--- src/rtl/core_bus_xbar.sv ---
// ---------------------------------------------------------------------------
// core_bus_xbar
//
// Two-master crossbar that connects the instruction-fetch master (m0) and the
// LSU master (m1) to NUM_SLV address-mapped slave ports. Unmapped addresses go
// to an internal default slave.
//
// Each master may have at most one read outstanding. A slave counts as busy
// from the cycle a read is accepted until its s_rvld. When both masters want
// the same free slave in the same cycle, the grant alternates. The arbiter
// remembers the last conflict winner, and the first conflict after reset goes
// to m1. Requests reach the slave in the cycle they are accepted. Read data
// comes back to the owning master combinationally, in the s_rvld cycle.
//
// Optional feature macro: CORE_BUS_ERR_RESP_EN
//   defined   : an unmapped read returns 32'hDEAD_BEEF with m*_err=1 in the
//               rvld cycle. An unmapped write pulses m*_err the cycle after
//               it is accepted.
//   undefined : m*_err is tied to 0 and an unmapped read returns 0.
//
// Ports
//   CLK, RSTN               clock, synchronous active-low reset
//   m{0,1}_en/wen/addr/wdata   master request (wen == 0 means read)
//   m{0,1}_ready            request accepted this cycle
//   m{0,1}_rdata/rvld/err   master response
//   s_en/s_wen/s_addr/s_wdata  per-slave request lanes; s_addr is the offset
//                           from the region base
//   s_rdata/s_rvld          per-slave read response
// ---------------------------------------------------------------------------
module core_bus_xbar #(
    parameter int                        NUM_SLV  = 4,
    parameter int                        DATA_W   = 32,
    parameter int                        ADDR_W   = 32,
    parameter logic [NUM_SLV*ADDR_W-1:0] SLV_BASE = {32'hFFFF_3000, 32'hFFFF_2000,
                                                     32'hFFFF_1000, 32'hFFFF_0000},
    parameter logic [NUM_SLV*ADDR_W-1:0] SLV_LEN  = {4{32'h0000_1000}}
) (
    input  logic                          CLK,
    input  logic                          RSTN,

    input  logic                          m0_en,
    input  logic [DATA_W/8-1:0]           m0_wen,
    input  logic [ADDR_W-1:0]             m0_addr,
    input  logic [DATA_W-1:0]             m0_wdata,
    output logic                          m0_ready,
    output logic [DATA_W-1:0]             m0_rdata,
    output logic                          m0_rvld,
    output logic                          m0_err,

    input  logic                          m1_en,
    input  logic [DATA_W/8-1:0]           m1_wen,
    input  logic [ADDR_W-1:0]             m1_addr,
    input  logic [DATA_W-1:0]             m1_wdata,
    output logic                          m1_ready,
    output logic [DATA_W-1:0]             m1_rdata,
    output logic                          m1_rvld,
    output logic                          m1_err,

    output logic [NUM_SLV-1:0]            s_en,
    output logic [NUM_SLV*DATA_W/8-1:0]   s_wen,
    output logic [NUM_SLV*ADDR_W-1:0]     s_addr,
    output logic [NUM_SLV*DATA_W-1:0]     s_wdata,
    input  logic [NUM_SLV*DATA_W-1:0]     s_rdata,
    input  logic [NUM_SLV-1:0]            s_rvld
);

    localparam int            STRB    = DATA_W / 8;
    localparam int            TW      = $clog2(NUM_SLV + 1);
    // Target id NUM_SLV stands for the internal default slave.
    localparam logic [TW-1:0] DFLT_ID = TW'(NUM_SLV);

`ifdef CORE_BUS_ERR_RESP_EN
    localparam logic [DATA_W-1:0] DFLT_RDATA = DATA_W'(32'hDEAD_BEEF);
`else
    localparam logic [DATA_W-1:0] DFLT_RDATA = '0;
`endif

    // Region hit test written as an offset compare, so that base + len can
    // wrap past the top of the address space without overflowing. The loop
    // runs downward so that the lowest matching index wins.
    function automatic logic [TW-1:0] f_decode(input logic [ADDR_W-1:0] addr);
        logic [ADDR_W-1:0] base;
        logic [ADDR_W-1:0] len;
        f_decode = DFLT_ID;
        for (int i = NUM_SLV - 1; i >= 0; i--) begin
            base = SLV_BASE[i*ADDR_W +: ADDR_W];
            len  = SLV_LEN[i*ADDR_W +: ADDR_W];
            if ((addr >= base) && ((addr - base) < len)) begin
                f_decode = TW'(i);
            end
        end
    endfunction

    // ------------------------------------------------------------------
    // State
    // ------------------------------------------------------------------
    logic [NUM_SLV-1:0] r_busy;
    logic [NUM_SLV-1:0] r_owner;     // 0 = m0, 1 = m1; valid only while busy
    logic [1:0]         r_out;       // per-master read outstanding
    logic [1:0]         r_dflt_rd;   // default-slave read response due
`ifdef CORE_BUS_ERR_RESP_EN
    logic [1:0]         r_dflt_wr;   // default-slave write error pulse due
`endif
    logic               r_last_m1;   // last conflict winner was m1

    // ------------------------------------------------------------------
    // Decode and arbitration
    // ------------------------------------------------------------------
    logic [TW-1:0]      w_tgt0;
    logic [TW-1:0]      w_tgt1;
    logic               w_map0;
    logic               w_map1;
    logic               w_rd0;
    logic               w_rd1;
    logic [NUM_SLV-1:0] w_rsp;
    logic               w_rsp0;
    logic               w_rsp1;
    logic               w_tbusy0;
    logic               w_tbusy1;
    logic               w_elig0;
    logic               w_elig1;
    logic               w_conf;
    logic               w_acc0;
    logic               w_acc1;

    always_comb begin
        w_tgt0   = f_decode(m0_addr);
        w_tgt1   = f_decode(m1_addr);
        w_map0   = (w_tgt0 != DFLT_ID);
        w_map1   = (w_tgt1 != DFLT_ID);
        w_rd0    = (m0_wen == '0);
        w_rd1    = (m1_wen == '0);

        // While reset is asserted, state still shows pre-reset values, so
        // every response is masked.
        w_rsp    = s_rvld & r_busy & {NUM_SLV{RSTN}};
        w_rsp0   = RSTN && (r_dflt_rd[0] || (|(w_rsp & ~r_owner)));
        w_rsp1   = RSTN && (r_dflt_rd[1] || (|(w_rsp & r_owner)));

        // A slave that is returning its response this cycle is free again,
        // which allows back-to-back accepts.
        w_tbusy0 = 1'b0;
        w_tbusy1 = 1'b0;
        for (int i = 0; i < NUM_SLV; i++) begin
            if ((w_tgt0 == TW'(i)) && r_busy[i] && !s_rvld[i]) w_tbusy0 = 1'b1;
            if ((w_tgt1 == TW'(i)) && r_busy[i] && !s_rvld[i]) w_tbusy1 = 1'b1;
        end

        w_elig0  = RSTN && m0_en && !(r_out[0] && !w_rsp0) && !w_tbusy0;
        w_elig1  = RSTN && m1_en && !(r_out[1] && !w_rsp1) && !w_tbusy1;
        w_conf   = w_elig0 && w_elig1 && (w_tgt0 == w_tgt1);
        w_acc0   = w_elig0 && (!w_conf || r_last_m1);
        w_acc1   = w_elig1 && (!w_conf || !r_last_m1);
    end

    assign m0_ready = w_acc0;
    assign m1_ready = w_acc1;

    // ------------------------------------------------------------------
    // Request lanes. At most one master is accepted per slave per cycle.
    // ------------------------------------------------------------------
    always_comb begin
        s_en    = '0;
        s_wen   = '0;
        s_addr  = '0;
        s_wdata = '0;
        for (int i = 0; i < NUM_SLV; i++) begin
            if (w_acc0 && (w_tgt0 == TW'(i))) begin
                s_en[i]                    = 1'b1;
                s_wen[i*STRB +: STRB]      = m0_wen;
                s_addr[i*ADDR_W +: ADDR_W] = m0_addr - SLV_BASE[i*ADDR_W +: ADDR_W];
                s_wdata[i*DATA_W +: DATA_W] = m0_wdata;
            end else if (w_acc1 && (w_tgt1 == TW'(i))) begin
                s_en[i]                    = 1'b1;
                s_wen[i*STRB +: STRB]      = m1_wen;
                s_addr[i*ADDR_W +: ADDR_W] = m1_addr - SLV_BASE[i*ADDR_W +: ADDR_W];
                s_wdata[i*DATA_W +: DATA_W] = m1_wdata;
            end
        end
    end

    // ------------------------------------------------------------------
    // Response routing. rdata stays at 0 whenever rvld is low.
    // ------------------------------------------------------------------
    always_comb begin
        m0_rvld  = w_rsp0;
        m1_rvld  = w_rsp1;
        m0_rdata = '0;
        m1_rdata = '0;
        for (int i = 0; i < NUM_SLV; i++) begin
            if (w_rsp[i] && !r_owner[i]) m0_rdata = s_rdata[i*DATA_W +: DATA_W];
            if (w_rsp[i] &&  r_owner[i]) m1_rdata = s_rdata[i*DATA_W +: DATA_W];
        end
        if (RSTN && r_dflt_rd[0]) m0_rdata = DFLT_RDATA;
        if (RSTN && r_dflt_rd[1]) m1_rdata = DFLT_RDATA;
    end

`ifdef CORE_BUS_ERR_RESP_EN
    assign m0_err = RSTN && (r_dflt_rd[0] || r_dflt_wr[0]);
    assign m1_err = RSTN && (r_dflt_rd[1] || r_dflt_wr[1]);
`else
    assign m0_err = 1'b0;
    assign m1_err = 1'b0;
`endif

    // ------------------------------------------------------------------
    // Sequential state
    // ------------------------------------------------------------------
    always_ff @(posedge CLK) begin
        if (!RSTN) begin
            r_busy    <= '0;
            r_owner   <= '0;
            r_out     <= '0;
            r_dflt_rd <= '0;
`ifdef CORE_BUS_ERR_RESP_EN
            r_dflt_wr <= '0;
`endif
            r_last_m1 <= 1'b0;
        end else begin
            if (w_conf) r_last_m1 <= ~r_last_m1;

            // A new accept to a slave takes priority over the response that
            // frees it in the same cycle.
            for (int i = 0; i < NUM_SLV; i++) begin
                if (w_acc0 && w_rd0 && (w_tgt0 == TW'(i))) begin
                    r_busy[i]  <= 1'b1;
                    r_owner[i] <= 1'b0;
                end else if (w_acc1 && w_rd1 && (w_tgt1 == TW'(i))) begin
                    r_busy[i]  <= 1'b1;
                    r_owner[i] <= 1'b1;
                end else if (w_rsp[i]) begin
                    r_busy[i]  <= 1'b0;
                end
            end

            if (w_acc0 && w_rd0)  r_out[0] <= 1'b1;
            else if (w_rsp0)      r_out[0] <= 1'b0;
            if (w_acc1 && w_rd1)  r_out[1] <= 1'b1;
            else if (w_rsp1)      r_out[1] <= 1'b0;

            r_dflt_rd <= {w_acc1 && w_rd1 && !w_map1, w_acc0 && w_rd0 && !w_map0};
`ifdef CORE_BUS_ERR_RESP_EN
            r_dflt_wr <= {w_acc1 && !w_rd1 && !w_map1, w_acc0 && !w_rd0 && !w_map0};
`endif
        end
    end

endmodule

--- config.mk ---
export PLATFORM = sky130hd
export DESIGN_NAME = core_bus_xbar
export DESIGN_NICKNAME = d
export VERILOG_FILES = /design/src/rtl/core_bus_xbar.sv
export SDC_FILE = /design/constraint.sdc
export NUM_CORES = 1
export LEC_CHECK = 0
export CAP_MARGIN = 30
export CELL_PAD_IN_SITES_DETAIL_PLACEMENT = 0
export CELL_PAD_IN_SITES_GLOBAL_PLACEMENT = 1
export CORE_AREA = 2 2 238 240
export DETAILED_ROUTE_END_ITERATION = 12
export DIE_AREA = 0 0 240 242
export GPL_TIMING_DRIVEN = 0
export PLACE_DENSITY_LB_ADDON = 0.1
export SLEW_MARGIN = 20
export SYNTH_ARGS = -nofsm -noshare
export SYNTH_HDL_FRONTEND = slang
export SYNTH_SLANG_ARGS = --single-unit
--- constraint.sdc ---
create_clock -name CLK -period 3.62 [get_ports CLK]
set_input_delay 0.362 -clock CLK [delete_from_list [all_inputs] [get_ports CLK]]
set_output_delay 0.362 -clock CLK [all_outputs]
set_load 0.005 [all_outputs]
# Word level (Yosys, flattened, before mapping)
# Index checks and enable logic that the tools add are counted.
totals:
  input_bits: 272
  elab_cells: 232
  ramBits: 0
  mem_bits_ro: 0
  reg_bits: 13
  latch_bits: 0
  output_inout_bits: 346
  mem_count: 0
classes:
  reduce_logical: 106
  addsub: 8
  div_mod_pow: 0
  shifts: 0
  mul: 0
  n_eq_ne: 9
  muxes: 74
  bitwise_logic: 7
  order_cmp: 16
ops:
  columns: ["cell", "count"]
  rows:
  - ["$mux W32", 26]
  - ["$ge A32 B32 Y1 const B", 8]
  - ["$lt A32 B13 Y1 const B", 8]
  - ["$sub A32 B32 Y32 const B", 8]
  - ["$logic_and A1 B1 Y1", 68]
  - ["$mux W1", 32]
  - ["$mux W4", 8]
  - ["$mux W3", 8]
  - ["$logic_not A1 Y1", 18]
  - ["$and A4 B4 Y4", 4]
  - ["$eq A3 B2 Y1 const B", 4]
  - ["$reduce_bool A3 Y1", 4]
  - ["$logic_not A4 Y1", 2]
  - ["$reduce_or A2 Y1", 4]
  - ["$reduce_or A4 Y1", 2]
  - ["$eq A3 B1 Y1 const B", 2]
  - ["$logic_not A3 Y1", 2]
  - ["$ne A3 B3 Y1 const B", 2]
  - ["$logic_or A1 B1 Y1", 4]
  - ["$not A4 Y4", 1]
  - ["$reduce_bool A2 Y1", 2]
  - ["$eq A3 B3 Y1", 1]
  - ["$not A1 Y1", 2]

# Depth between registers and ports, before layout
# Gate-level depths: netlist of run 1.
logic_depth:
  word_depth: 25
  depth_mapped: 15
  ltp_nobuf: 12

# Least setup slack after synthesis of run 1
# OpenSTA, ideal clock, no wires.
synth_path:
  kind: "input -> output"
  startpoint: "input port m1_addr[14]"
  endpoint: "output port s_addr[0]"
  n_path_buf: 3
  t_arrival_ns: 3.629
  setup_slack_ns: -0.371
  path_stages: 15
  required_time_ns: 3.258
  cell_sequence: "clkbuf_1 -> inv_1 -> ha_1 -> a211o_1 -> a211o_1 -> a21o_1 -> o41ai_1 -> o21a_1 -> nor2_1 -> o41ai_4 -> inv_2 -> and2_1 -> clkbuf_1 -> buf_2 -> a22o_1"
synth_via:
  elab_cells_between_ends: 50
  classes_between: "add/sub: 4; order compare: 8; eq/ne: 4; mux: 10; reduce/logical: 24"
synth_lines:
  columns: ["element", "line_no", "rtl"]
  rows:
  - ["from (decl)", "52", "input logic [ADDR_W-1:0] m1_addr,"]
  - ["$sub A32 B32 Y32", "88", "if ((addr >= base) && ((addr - base) < len)) begin"]
  - ["$lt A32 B13 Y1", "88", null]
  - ["$logic_and A1 B1 Y1", "88", null]
  - ["$mux W3 (3 in series)", "88", null]
  - ["$mux W3 *", "88", null]
  - ["$logic_not A3 Y1", "146", "if ((w_tgt1 == TW'(i)) && r_busy[i] && !s_rvld[i]) w_tbusy1 = 1'b1;"]
  - ["$logic_and A1 B1 Y1 (2 in series)", "146", null]
  - ["$mux W1 (4 in series)", "146", null]
  - ["[... 2 more ...]", null, null]
  - ["$logic_and A1 B1 Y1", "151", "w_conf = w_elig0 && w_elig1 && (w_tgt0 == w_tgt1);"]
  - ["$logic_and A1 B1 Y1 *", "151", null]
  - ["$logic_not A1 Y1 *", "152", "w_acc0 = w_elig0 && (!w_conf || r_last_m1);"]
  - ["$logic_or A1 B1 Y1 *", "152", null]
  - ["$logic_and A1 B1 Y1 *", "152", null]
  - ["net m0_ready", "45", "output logic m0_ready,"]
  - ["$logic_and A1 B1 Y1 *", "168", "if (w_acc0 && (w_tgt0 == TW'(i))) begin"]
  - ["$mux W32 *", "168", null]
  - ["to (decl)", "61", "output logic [NUM_SLV*ADDR_W-1:0] s_addr,"]
# The timed path passes the listed nets; every way through them passes the cells marked *.

# Final worst setup path of run 1
layout_path:
  startpoint: "input port m0_addr[17]"
  endpoint: "output port s_addr[2]"
layout_via:
  elab_chain_len: 24
  elab_cells_between_ends: 50
  classes_between: "add/sub: 4; order compare: 8; eq/ne: 4; mux: 10; reduce/logical: 24"
layout_rtl:
  columns: ["element", "line_no", "rtl"]
  rows:
  - ["from (decl)", "43", "input logic [ADDR_W-1:0] m0_addr,"]
  - ["$sub A32 B32 Y32", "88", null]
  - ["$lt A32 B13 Y1", "88", null]
  - ["$logic_and A1 B1 Y1", "88", null]
  - ["$mux W3 (3 in series)", "88", null]
  - ["$mux W3 *", "88", null]
  - ["$logic_not A3 Y1", "145, 168", null]
  - ["$logic_and A1 B1 Y1 (2 in series)", "145", "if ((w_tgt0 == TW'(i)) && r_busy[i] && !s_rvld[i]) w_tbusy0 = 1'b1;"]
  - ["$mux W1 (4 in series)", "145", null]
  - ["$logic_not A1 Y1", "149", "w_elig0 = RSTN && m0_en && !(r_out[0] && !w_rsp0) && !w_tbusy0;"]
  - ["$logic_and A1 B1 Y1", "149", null]
  - ["$logic_and A1 B1 Y1 (2 in series)", "151", null]
  - ["$logic_not A1 Y1", "152, 153", null]
  - ["$logic_or A1 B1 Y1", "153", "w_acc1 = w_elig1 && (!w_conf || !r_last_m1);"]
  - ["$logic_and A1 B1 Y1", "153", null]
  - ["$logic_and A1 B1 Y1", "173", "end else if (w_acc1 && (w_tgt1 == TW'(i))) begin"]
  - ["$mux W32", "173", null]
  - ["$mux W32 *", "168", null]
# Every way passes the cells marked *; elsewhere a longest branch is shown, timed or not.

==> out/metrics.yaml, run 1 <==
synth:
  netlist_top_cells_area: "a22o_1 (27%), nor2_1 (8.9%), buf_4 (8.5%)"
  synth_top_area_cell: "a22o_1"
  synth_cell_types: 63
  synth-seq-cells: 13
  synth_edf_count: 0
  synth_warnings: 0
  synth-seq-area-share_pct: 3.99
  syn_area_mm2: 0.00652
  synth_top_area_share_pct: 26.9
  avgSynthCellArea_um2: 6.71
  synth.most_common_cell: "a22o_1"
  ys.flop_type: "dfxtp_1"
  async_flop_share_pct: 0
  synthCells: 971
  synth_common_cells: "a22o_1 (200), nor2_1 (154), clkbuf_1 (78)"
grt:
  grt_max_degree: 11
  grt_pass1_wl_um: 80400
  grt_overflow: 0
  gr-usage-all-layers_pct: 18.7
  use_met1_pct: 19.8
  grt_antenna_before_repair: 13
  top_usage_layer: "met2"
  use_met2_pct: 34.9
  use_met3_pct: 6.21
  grt_pass1_vias: 11200
critical_path:
  crit_cells: 18
  cp_slowest_stage_delay_ns: 0.51
  r2r-start: "r_busy[3]"
  rr_endpoint: "r_owner[2]"
  crit_path_end_kind: "output pin"
  startpoint: "m0_addr[17]"
  start_kind: "input port"
  critPathSlowestCell: "clkdlybuf4s50_1"
  cp.required_ns: 3.26
  critical_path.top_delay_family: "buffers and inverters"
  crit_chain: "buf_8 -> ha_4 -> buf_6 -> xor2_1 -> or4_4 -> a211o_1 -> o31ai_4 -> buf_6 -> nor4_4 -> a2111oi_4 -> buf_4 -> o41ai_4 -> buf_6 -> inv_8 -> and2_4 -> buf_6 -> a22o_1 -> clkdlybuf4s50_1"
  rrSetupSlack_ns: 0.92
  cp.arrival_ns: 3.87
  r2r_cells: 13
  crit_type: "input port to output pin"
  cp_common_cell: "buf_6"
  crit_end: "s_addr[2]"
  cp_max_fo: 10
  cp_num_buf_inv: 8
clock_network:
  insertion_delay_ns: 0.24
  clock_tree.root_cell: "clkbuf_16"
  clkTransAtPathRegs_ns: 0.04
  cts_inserted_buffers: 3
  cts.sinks: 13
  clockBufferDepth: 2
  ctsHtreeMaxLevel: 1
  cts_tree: "yes"
  hold_buffers: 0
sta:
  worst_slew_pin_slew_ns: 0.883
  worst_slack_ns: -0.616
  setup_violations: 267
  slew_violations: 0
  setup_tns_ns: -88.72
  min_period_ns: 4.24
  rsz0062_at_grt: "true"
  max-slew-margin-rel_pct: 40.9
  skew_ns: 0.00116
  min_period_over_period_pct: 117
  fmax_ghz: 0.236
  hold_viol_final: 0
  hold_slack_ns: 0.453
die:
  start_util_pct: 11.7
  die_x_um: 240
  dieArea_mm2: 0.0581
  io-pin-count: 618
  core_region_area_mm2: 0.0557
  die_y_um: 242
  num_rows: 87
finish:
  fill_cells: 6262
  multiInputGateArea_mm2: 0.00620
  register_area_um2: 260
  areaGrowthSynthToFinish_pct: 127
  fin_nets: 1962
  fin_util_pct: 26.5
  final_layout_size_suffix_gt1_share_pct: 26.5
  instances_no_fill: 2428
power_and_ir_drop:
  total_power_mw: 1.01
  power_density_mw_per_mm2: 68.0
  leakagePower_nw: 6.46
  vdd_drop_max_mv: 0.104
run_status:
  violations: "negative setup slack"
  status: "complete, but fails checks"
placed_design:
  dpl.hpwl_um: 46700
  port_buffers: 539
  globalplace.congestion: 0.800
  dp_cells: 2338
routing:
  detail_route.wl_per_cell_um: 23.6
  antenna_left: 0
  drtIter0Drc: 426
  drc: 0
  drt_first_pass_iters: 4
  vias_per_cell: 4.45
  wl_um: 57400
  vias: 10800
worst_hold_path:
  hold_class: "register to register"
  holdPathStages: 2
run:
  max_cap_viol_count: 0
cells by family after synthesis:
logic type,after synthesis,share of synthesized area (%)
buffers and inverters,186,15.2
other,1,0.0575
and+or+nand+nor,284,21.0
adders and majority gates,20,3.84
muxes,3,0.461
DFF,13,3.99
xor gates and xnor gates,7,0.941
AOI/OAI and AO/OA,457,54.6
area by class of cell:
type | count | share of cell area, %
Antenna cell | 3 | 0.0507
Buffer | 169 | 10.3
Clock buffer | 4 | 0.533
Inverter | 15 | 0.448
Multi-Input combinational cell | 844 | 41.9
Sequential cell | 13 | 1.76
Tap cell | 756 | 6.39
Timing Repair Buffer | 624 | 38.6
power by group:
group          switching [mW]  leakage (nW)  internal [mW]  total [mW]
Sequential           0.000800         0.105          0.144       0.145
Clock                  0.0571        0.0382          0.148       0.205
Combinational           0.279          6.31          0.377       0.656
Total                   0.337          6.46          0.670        1.01
per-stage QoR:
stage	setup slack, ns	instance area (µm²)
floorplan	-0.0354	6900
global placement	-2.48	13200
detailed placement	-2.52	13200
CTS	-0.654	14800
global route	-0.746	14800
finish	-0.616	14800
timing repair:
item | CTS | global route
resized for setup | 677 | 228
setup buffers | 72 | 17
pin swaps | 56 | 29
gates cloned | 3 | 0
endpoints found under the setup margin | 283 | 272
cells in the final DEF, fill, tap and decap left out, drive strengths merged, types with 17 or more instances in the layout:
cell type,n
a211oi,69
conb,73
clkdlybuf4s50,300
dlygate4sd2,69
a22oi,64
ha,20
nor2,154
clkdlybuf4s15,27
clkbuf,135
a21oi,70
buf,254
nand2,21
nand4,17
a22o,200
state kept, by name (all words and copies together), names as in the netlist:
signal / cells
r_busy: 4
r_owner: 4
r_last_m1: 1
r_out: 2
r_dflt_rd: 2
how the worst min path moves through the flow:
stage / from / end / slack (ns)
floorplan: r_out[0] / r_out[0] / 0.43
global placement: r_out[0] / r_out[0] / 0.44
detailed placement: r_out[0] / r_out[0] / 0.45
CTS: r_out[0] / r_out[0] / 0.46
global route: r_out[0] / r_out[0] / 0.49
finish: r_out[0] / r_out[0] / 0.45
worst register-to-register path, stage by stage (launching register included):
cell,delay (ns)
dfxtp_1,0.32
nand3_1,0.13
o2111ai_2,0.24
o311a_1,0.20
o21ai_0,0.13
a211oi_2,0.24
buf_4,0.16
buf_4,0.09
o21a_1,0.15
o31ai_4,0.09
buf_12,0.15
buf_4,0.19
nor3_1,0.32
o221a_2,0.24
layer usage:
metal	wire length (µm)	vias up
met2	29700	412
met4	1650	18
li1	-	5074
met5	121	-
met3	4960	69
met1	21000	5242
Note: power is estimated with default switching activity, not from simulation.
==> run 2, diff against run 1 <==
--- a/config.mk
+++ b/config.mk
@@ -9,6 +9,7 @@
 export CELL_PAD_IN_SITES_DETAIL_PLACEMENT = 0
 export CELL_PAD_IN_SITES_GLOBAL_PLACEMENT = 1
 export CORE_AREA = 2 2 238 240
+export CTS_CLUSTER_DIAMETER = 60
 export DETAILED_ROUTE_END_ITERATION = 12
 export DIE_AREA = 0 0 240 242
 export GPL_TIMING_DRIVEN = 0
==> results of run 2 <==
Same layout as run 1: the final DEF is identical, and so are final timing and power.
==> run 3, diff against run 2 <==
--- a/config.mk
+++ b/config.mk
@@ -12,8 +12,8 @@
 export CTS_CLUSTER_DIAMETER = 60
 export DETAILED_ROUTE_END_ITERATION = 12
 export DIE_AREA = 0 0 240 242
-export GPL_TIMING_DRIVEN = 0
 export PLACE_DENSITY_LB_ADDON = 0.1
+export SETUP_SLACK_MARGIN = 0.05
 export SLEW_MARGIN = 20
 export SYNTH_ARGS = -nofsm -noshare
 export SYNTH_HDL_FRONTEND = slang
==> run 3 against run 2 <==
  * Setup slack worse by 0.0092 ns
  * First-iteration DRC count shrank 19%
  * Critical path depth is 1 higher
  * Worst hold slack better by 0.0041 ns
  * Cell area up 6.1%
  * Highest routed layer unchanged
  * Clock power is essentially flat
  * Sequential power is essentially flat
  * Via count rose by 2.3%
  * Register-to-register slack worse by 0.21 ns
  * The flow still finishes with violations (negative setup slack)
  * Clock skew rose by 0.0017 ns
  * Non-clock buffer count rose by 90
==> out/metrics.yaml, run 3 (synthesized netlist as in run 1, its figures left out) <==
grt:
  grt_max_degree: 65  # was 11
  grt_overflow: 0  # unchanged
  grt_pass1_vias: 11200  # about the same
  grt_pass1_wl_um: 78300  # was 80400 µm
  gr-usage-all-layers_pct: 18.0  # was 18.7%
  grt_antenna_before_repair: 11  # was 13
critical_path:
  crit_chain: "buf_8 -> buf_6 -> ha_4 -> a211o_1 -> a211o_1 -> a21o_1 -> o21bai_4 -> and4b_2 -> a2111oi_4 -> o41ai_4 -> buf_12 -> buf_12 -> buf_8 -> nor2_4 -> clkbuf_16 -> buf_4 -> buf_4 -> a22o_1 -> clkdlybuf4s15_1"  # was buf_8 -> ha_4 -> buf_6 -> xor2_1 -> or4_4 -> a211o_1 -> o31ai_4 -> buf_6 -> nor4_4 -> a2111oi_4 -> buf_4 -> o41ai_4 -> buf_6 -> inv_8 -> and2_4 -> buf_6 -> a22o_1 -> clkdlybuf4s50_1
  cp.arrival_ns: 3.88  # was 3.87 ns
  r2r_cells: 15  # was 13
  crit_path_end_kind: "output pin"  # unchanged
  crit_cells: 19  # was 18
  start_kind: "input port"  # unchanged
  cp_slowest_stage_delay_ns: 0.41  # was 0.51 ns
  crit_type: "input port to output pin"  # unchanged
  cp_max_fo: 4  # was 10
  critical_path.top_delay_family: "compound AO/OA/AOI/OAI gates"  # was buffers and inverters
  critPathSlowestCell: "o41ai_4"  # was clkdlybuf4s50_1
  cp.required_ns: 3.26  # about the same
  cp_num_buf_inv: 9  # was 8
die:
  io-pin-count: 618  # unchanged
  start_util_pct: 11.7  # unchanged
  die_x_um: 240  # unchanged
  die_y_um: 242  # unchanged
  core_region_area_mm2: 0.0557  # unchanged
  num_rows: 87  # unchanged
  dieArea_mm2: 0.0581  # unchanged
sta:
  hold_viol_final: 0  # unchanged
  skew_ns: 0.00283  # was 0.00116 ns
  rsz0062_at_grt: "true"  # unchanged
  slew_violations: 0  # unchanged
  max-slew-margin-rel_pct: 48.1  # was 40.9%
  setup_violations: 205  # was 267
  worst_slack_ns: -0.625  # was -0.616 ns
  setup_tns_ns: -92.47  # was -88.72 ns
  fmax_ghz: 0.236  # about the same
  min_period_over_period_pct: 117  # about the same
  min_period_ns: 4.24  # about the same
  worst_slew_pin_slew_ns: 0.779  # was 0.883 ns
clock_network:
  clkTransAtPathRegs_ns: 0.05  # was 0.04 ns
  ctsHtreeMaxLevel: 1  # unchanged
  cts_tree: "yes"  # unchanged
  clockBufferDepth: 2  # unchanged
  cts.sinks: 13  # unchanged
  cts_inserted_buffers: 3  # unchanged
  clock_tree.root_cell: "clkbuf_16"  # unchanged
  insertion_delay_ns: 0.24  # about the same
  hold_buffers: 0  # unchanged
power_and_ir_drop:
  leakagePower_nw: 7.17  # was 6.46 nW
  swShare_pct: 33.7  # was 33.5%
  power_density_mw_per_mm2: 65.2  # was 68.0 mW/mm²
  p_comb_share_pct: 65.6  # was 65.2%
  intPower_uw: 679  # was 670 µW
  power_frac_clock_pct: 20.2  # was 20.4%
  p_seq_share_pct: 14.2  # was 14.4%
  vdd_drop_max_mv: 0.143  # was 0.104 mV
  total_power_mw: 1.02  # was 1.01 mW
  switchingPower_uw: 346  # was 337 µW
placed_design:
  dpl.hpwl_um: 43200  # was 46700 µm
  port_buffers: 544  # was 539
  globalplace.congestion: 0.810  # was 0.800
  place_area_mm2: 0.0142  # was 0.0132 mm²
  dp_slack_ns: -1.49  # was -2.52 ns
worst_hold_path:
  hold_class: "register to register"  # unchanged
  holdPathStages: 2  # unchanged
routing:
  drt_first_pass_iters: 4  # unchanged
  vias: 11100  # was 10.8k
  vias_per_cell: 4.39  # was 4.45
  drc: 0  # unchanged
  wl_um: 57400  # about the same
  detail_route.wl_per_cell_um: 22.8  # was 23.6 µm
  drtIter0Drc: 346  # was 426
  antenna_left: 0  # unchanged
finish:
  stdcell_area_mm2: 0.0157  # was 0.0148 mm²
  fin_nets: 2052  # was 1962
  final_cell_mix: "clkdlybuf4s50_1 (296), buf_4 (221), a22o_1 (196)"  # was clkdlybuf4s50_1 (300), a22o_1 (188), nor2_1 (145)
  final_common_cell: "clkdlybuf4s50_1"  # unchanged
  top_regs: "r_busy: 4 flops, r_owner: 4 flops"  # unchanged
  areaGrowthSynthToFinish_pct: 141  # was 127%
  final_layout_size_suffix_gt1_share_pct: 35.8  # was 26.5%
  fin_util_pct: 28.2  # was 26.5%
  fill_cells: 6259  # was 6262
run_status:
  violations: "negative setup slack"  # unchanged
  status: "complete, but fails checks"  # unchanged
run:
  max_cap_viol_count: 0  # unchanged
==> run 3: path summary, 6_finish.rpt <==
| check | slack [ns] | start | endpoint |
|---|---|---|---|
| hold / removal | 0.46 | r_out[0] | r_out[0] |
| hold reg to reg | 0.46 | r_out[0] | r_out[0] |
| setup / recovery | -0.62 | m1_addr[13] | s_wen[14] |
| setup reg to reg | 0.71 | r_busy[3] | r_busy[0] |
==> run 3: timing repair <==
action / CTS / global route
setup endpoints to repair: 226 / 238
buffers inserted: 62 / 64
gates cloned: 9 / 10
pin swaps: 71 / 80
resized for setup: 738 / 270
endpoints found under the hold margin: 0 / 0
==> run 3: through the flow <==
| step | hold WS [ns] | std cells |
|---|---|---|
| 2_1_floorplan | 0.433 | 1043 |
| 3_3_place_gp | 0.447 | 2372 |
| 3_5_place_dp | 0.453 | 2372 |
| 4_1_cts | 0.458 | 2446 |
| 5_1_grt | 0.478 | 2516 |
| 6_report | 0.457 | 2518 |
==> run 3: power by group through the flow <==
| stage | Clock, mW | Combinational, mW | Sequential (mW) |
|---|---|---|---|
| detailed placement | 0 | 0.624 | 0.148 |
| global placement | 0 | 0.627 | 0.148 |
| CTS | 0.212 | 0.649 | 0.145 |
| finish | 0.207 | 0.672 | 0.145 |
| global route | 0.219 | 0.721 | 0.145 |
| floorplan | 0 | 0.158 | 0.148 |
==> run 3: routing by layer <==
layer | up-vias | GRT usage, % | wire (µm)
met5 | - | 0 | 118
met4 | 16 | 2.50 | 1150
met3 | 56 | 5.41 | 4540
met2 | 414 | 34.4 | 30100
met1 | 5320 | 19.6 | 21500
li1 | 5253 | - | -
==> run 3: cell type report <==
cell class / count / area (µm²) / share of cell area, %
multi-input combinational: 844 / 6060 / 38.6
antenna: 3 / 7.51 / 0.0478
tap: 756 / 946 / 6.02
clock buffer: 4 / 78.8 / 0.502
sequential: 13 / 260 / 1.66
inverter: 15 / 61.3 / 0.390
timing repair buffer: 883 / 8290 / 52.8
==> run 3: worst reg2reg max path, cell delays in order (launching register included) <==
cell	delay, ns
dfxtp_1	0.32
nand3_1	0.12
o2111ai_2	0.26
o311a_1	0.21
o21ai_0	0.13
a211oi_2	0.22
o21ai_2	0.12
o41ai_4	0.39
buf_12	0.16
buf_12	0.10
buf_12	0.10
inv_4	0.03
buf_8	0.12
buf_4	0.15
and3_1	0.16
o31a_1	0.23
